### src/rtl/fill_datapath.sv
// fill_datapath: raster-order frame-buffer fill stage for the VGA fill controller.
// Issues one write per pixel (colour-bar test pattern or black) over a
// valid/ready write port and raises f once the last pixel has been accepted.
module fill_datapath #(
  parameter int H_RES   = 160,
  parameter int V_RES   = 120,
  parameter int ADDR_W  = 15,
  parameter int COLOR_W = 12
) (
  input  logic               clk,
  input  logic               reset,
  input  logic               en_counter,
  input  logic               y_reset,
  input  logic               s,
  input  logic               wr_ready,
  output logic               wr_en,
  output logic [ADDR_W-1:0]  wr_addr,
  output logic [COLOR_W-1:0] wr_data,
  output logic               f
);

  localparam int BAR_W = H_RES / 8;
  localparam int X_W   = (H_RES > 1) ? $clog2(H_RES) : 1;
  localparam int Y_W   = (V_RES > 1) ? $clog2(V_RES) : 1;
  localparam int C_W   = (BAR_W > 1) ? $clog2(BAR_W) : 1;

  localparam logic [X_W-1:0] X_LAST = X_W'(H_RES - 1);
  localparam logic [Y_W-1:0] Y_LAST = Y_W'(V_RES - 1);
  localparam logic [C_W-1:0] C_LAST = C_W'(BAR_W - 1);

  logic [X_W-1:0]    x;
  logic [Y_W-1:0]    y;
  logic [ADDR_W-1:0] addr_cnt;
  logic [2:0]        bar;
  logic [C_W-1:0]    col;
  logic              issued_all;

  logic load;
  logic issue;

  // Eight-entry RGB444 colour-bar table.
  function automatic logic [11:0] bar_color(input logic [2:0] idx);
    case (idx)
      3'd0:    bar_color = 12'hFFF;
      3'd1:    bar_color = 12'hFF0;
      3'd2:    bar_color = 12'h0FF;
      3'd3:    bar_color = 12'h0F0;
      3'd4:    bar_color = 12'hF0F;
      3'd5:    bar_color = 12'hF00;
      3'd6:    bar_color = 12'h00F;
      default: bar_color = 12'h000;
    endcase
  endfunction

  // Output register may reload when empty or when its write is being accepted.
  always_comb begin
    load  = !wr_en || wr_ready;
    issue = load && en_counter && !issued_all && !f;
  end

  // Pixel walk, output register and frame-complete flag.
  always_ff @(posedge clk) begin
    if (reset) begin
      x          <= '0;
      y          <= '0;
      addr_cnt   <= '0;
      bar        <= '0;
      col        <= '0;
      issued_all <= 1'b0;
      wr_en      <= 1'b0;
      wr_addr    <= '0;
      wr_data    <= '0;
      f          <= 1'b0;
    end else if (y_reset) begin
      // Restart drops any pending write, even one being accepted this cycle.
      x          <= '0;
      y          <= '0;
      addr_cnt   <= '0;
      bar        <= '0;
      col        <= '0;
      issued_all <= 1'b0;
      wr_en      <= 1'b0;
      f          <= 1'b0;
    end else begin
      // Once issued_all is set the only write still in flight is the last pixel.
      if (wr_en && wr_ready && issued_all) begin
        f <= 1'b1;
      end
      if (load) begin
        if (issue) begin
          wr_en    <= 1'b1;
          wr_addr  <= addr_cnt;
          wr_data  <= s ? '0 : bar_color(bar);
          addr_cnt <= addr_cnt + 1'b1;
          if (x == X_LAST) begin
            x   <= '0;
            bar <= '0;
            col <= '0;
            if (y == Y_LAST) begin
              issued_all <= 1'b1;
            end else begin
              y <= y + 1'b1;
            end
          end else begin
            x <= x + 1'b1;
            if (col == C_LAST) begin
              col <= '0;
              bar <= bar + 1'b1;
            end else begin
              col <= col + 1'b1;
            end
          end
        end else begin
          wr_en <= 1'b0;
        end
      end
    end
  end

endmodule

### config.mk
export PLATFORM = sky130hd
export DESIGN_NAME = fill_datapath
export DESIGN_NICKNAME = d
export VERILOG_FILES = /design/src/rtl/fill_datapath.sv
export SDC_FILE = /design/constraint.sdc
export NUM_CORES = 1
export LEC_CHECK = 0
export ABC_AREA = 1
export ABC_CLOCK_PERIOD_IN_PS = 1810
export CAP_MARGIN = 30
export CORE_MARGIN = 2
export CORE_UTILIZATION = 40
export CTS_CLUSTER_DIAMETER = 60
export DETAILED_ROUTE_END_ITERATION = 12
export GPL_TIMING_DRIVEN = 0
export PLACE_DENSITY = 0.65
export SYNTH_ARGS = -nofsm -noshare
export SYNTH_HDL_FRONTEND = slang
export SYNTH_SLANG_ARGS = --single-unit
export TNS_END_PERCENT = 5
### constraint.sdc
create_clock -name clk -period 1.81 [get_ports clk]
set_input_delay 0.543 -clock clk [delete_from_list [all_inputs] [get_ports clk]]
set_output_delay 0.543 -clock clk [all_outputs]
set_load 0.02 [all_outputs]
==> flow_summary.ini <==
[run_status]
status = completed

[worst_setup_path]
path_class = in -> reg
crit_required_ns = 2.08
r2r_slack_ns = 0.23
cp_max_fo = 10
crit_path_cell_trace = clkdlybuf4s50_1 -> inv_1 -> nand2_4 -> nand3_4 -> buf_4 -> buf_2 -> nor2_1 -> nand3_1 -> a21oi_1
r2r-end = addr_cnt[8]
path_depth = 9
crit_path_max_incr_delay_ns = 0.47
endpoint = col[4]
cp_slowest_cell = clkdlybuf4s50_1
arrival_ns = 1.99
r2r-start = addr_cnt[0]
end_kind = register
reg2regPathDepth = 8
cp_top_family = buffers and inverters
critPathLaunch = wr_ready
critPathLaunchType = input pin
crit_buf_inv = 4

[synthesis]
ys_seq_elements = 59
synth-async-reset-ratio_pct = 0
postSynthCellCount = 411
syn-cell-area_sq_um = 2850
synth.largest_area_cell = dfxtp_1
synthMostInstantiatedCell = nand2_1
synth_area_per_cell_sq_um = 6.92
synth_top_flop_cell = dfxtp_1
synthTopCellsByArea = dfxtp_1, nand2_1, a21oi_1
yosys_warnings = 0
ys_top_cells_by_count = nand2_1, dfxtp_1, nor2_1
synth-edff-count = 0
synth_cell_type_count = 23
syn_nets = 426
seq_area_frac_synth_pct = 41.5
synth_top_area_share_pct = 41.5

[finish]
diodes = 0
fin_area_sq_um = 3570
drive_gt1_share_pct = 12.5
n_fill_cell = 707
syn2layout_area_growth_pct = 25.4
fin_util_pct = 52.2
final_nets = 474

[detailed_routing]
drt-initial-drc-count = 146
wl_mm = 6.21
dr.pass1.iters = 4
routed_via_density = 4.63
antenna_left = 0
wl_per_cell_um = 11.1
vias = 2590
drcViolationCount = 0

[grt]
antenna_found_initial = 0
grt_overflow = 0
grt_pass1_wl_mm = 10.2
grt_use_total_pct = 17.0
grt_pass1_vias = 2258
grt_max_degree = 12

[clocking]
path_clk_slew_ns = 0.07
cts_tree = built
htree_levels = 3
cts-root-buf = clkbuf_8
clock_latency_ns = 0.34
clock_path_buffers = 2
clock_sinks = 59
cts_buffers = 9

[placement]
post-dp-hpwl_mm = 4.31
dp_slack_ns = -0.373
io_buffers = 33
placed_area_sq_um = 3300
gp_congestion = 0.774

[sta]
period_share_pct = 94.9
grt_setup_unrepaired = yes
skew_ns = 0.00955
slew_violations = 0
fmax_mhz = 582
setup_slack_ns = 0.0927
period_needed_ns = 1.72
tightest_slew_ns = 0.502
hold_slack_ns = 0.458
max_slew_margin_pct = 66.5
finalHoldViolCount = 0
setup_violations = 0

[floorplan]
die-area_sq_um = 7800
die_h_um = 88.3
coreArea_sq_um = 6830
rows = 30
start_util_pct = 41.6
die_w_um = 88.3
ios = 35

[min_path]
hold_path.class = reg -> reg
holdPathStages = 2

[pwr]
ir_worst_vdd_uv = 515
powerDensity_nw_per_um2 = 864
p_leak_nw = 1.50

[run]
timing.max_cap.violations = 0
## worst min-delay path by stage
stage / startpoint / to / slack [ns]
after floorplan: issued_all / issued_all / 0.46
after global placement: wr_addr[5] / wr_addr[5] / 0.45
after detailed placement: wr_addr[5] / wr_addr[5] / 0.45
after CTS: wr_addr[5] / wr_addr[5] / 0.46
after global routing: wr_addr[0] / wr_addr[0] / 0.48
final: wr_addr[11] / wr_addr[11] / 0.46
## per-layer routing
metal  global-route usage (%)  wire length [um]
met1                     22.6              3150
met2                     25.8              2660
met3                     5.78               316
met4                     6.20                80
met5                        0                 0
## where the power goes
group          switching, mW  total (mW)  leakage (nW)  internal, mW
combinational          0.106       0.177         0.901        0.0709
clock                  0.535        1.59         0.125          1.05
sequential            0.0103        1.32         0.476          1.31
## tightest hold or removal path: cells and delay by family, from the launching register on
| kind | cells | cell delay, ns |
|---|---|---|
| DFF | 1 | 0.31 |
| and+or+nand+nor | 1 | 0.06 |
| AOI/OAI and AO/OA | 1 | 0.05 |
## stage by stage
step | cells | power (mW) | setup TNS, ns
2_1_floorplan | 411 | 1.46 | 0
3_5_place_dp | 540 | 1.52 | -13.51
6_report | 560 | 3.08 | 0
5_1_grt | 560 | 3.19 | -0.0331
4_1_cts | 556 | 3.10 | 0
3_3_place_gp | 540 | 1.52 | -12.19
## placed cells by master (no fill, tap or decap), types with 2 or more instances in the layout
| master | netlist | final |
|---|---|---|
| nor3_1 | 4 | 4 |
| buf_4 | 10 | 21 |
| a21oi_1 | 41 | 41 |
| clkdlybuf4s50_1 | 0 | 4 |
| nor2_1 | 54 | 51 |
| nand2_1 | 117 | 116 |
| nand3_2 | 0 | 2 |
| clkbuf_1 | 3 | 2 |
| nor2_4 | 3 | 3 |
| clkbuf_8 | 0 | 9 |
| nand3_1 | 35 | 34 |
| xor2_1 | 5 | 5 |
| inv_1 | 42 | 42 |
| nor2_2 | 2 | 5 |
| bufinv_16 | 0 | 4 |
| clkinvlp_4 | 0 | 2 |
| buf_2 | 4 | 5 |
| buf_6 | 2 | 2 |
| ha_1 | 9 | 9 |
| nor3b_1 | 2 | 2 |
| nand4_1 | 5 | 5 |
| o21ai_0 | 9 | 9 |
| dfxtp_1 | 59 | 59 |
| dlygate4sd2_1 | 0 | 21 |
## timing repair
| action | 4_1_cts | 5_1_grt |
|---|---|---|
| buffers inserted | 0 | 3 |
| hold buffers | 0 | 0 |
| gates cloned | 0 | 1 |
| gates resized for setup | 30 | 7 |
| hold endpoints to repair | 0 | 0 |
| pin swaps | 0 | 2 |
| endpoints found under the setup margin | 37 | 29 |
## area by class of cell
cell class | instances | area [sq um] | share of cell area, %
multi-input combinational | 291 | 1400 | 39.4
sequential | 59 | 1180 | 33.1
timing repair buffer | 36 | 307 | 8.59
inverter | 43 | 161 | 4.52
clock inverter | 7 | 140 | 3.93
buffer | 19 | 130 | 3.65
clock buffer | 9 | 124 | 3.47
tap | 96 | 120 | 3.37
## flip-flops by register name (all words and copies together) (netlist names)
register    cells
f               1
wr_en           1
wr_data         3
wr_addr        15
y               7
bar             3
issued_all      1
col             5
addr_cnt       15
x               8
## cells by family (layout without fill, tap and decap cells)
group	Yosys count	after routing	share of synthesized area, %
XOR/XNOR	5	5	1.54
AO/OA/AOI/OAI	51	51	9.06
flip-flops	59	59	41.5
adder cells (fa/ha/maj)	9	9	3.96
buffers and inverters	62	114	10.2
AND/OR/NAND/NOR	225	226	33.7
(Power assumes the default switching activity.)
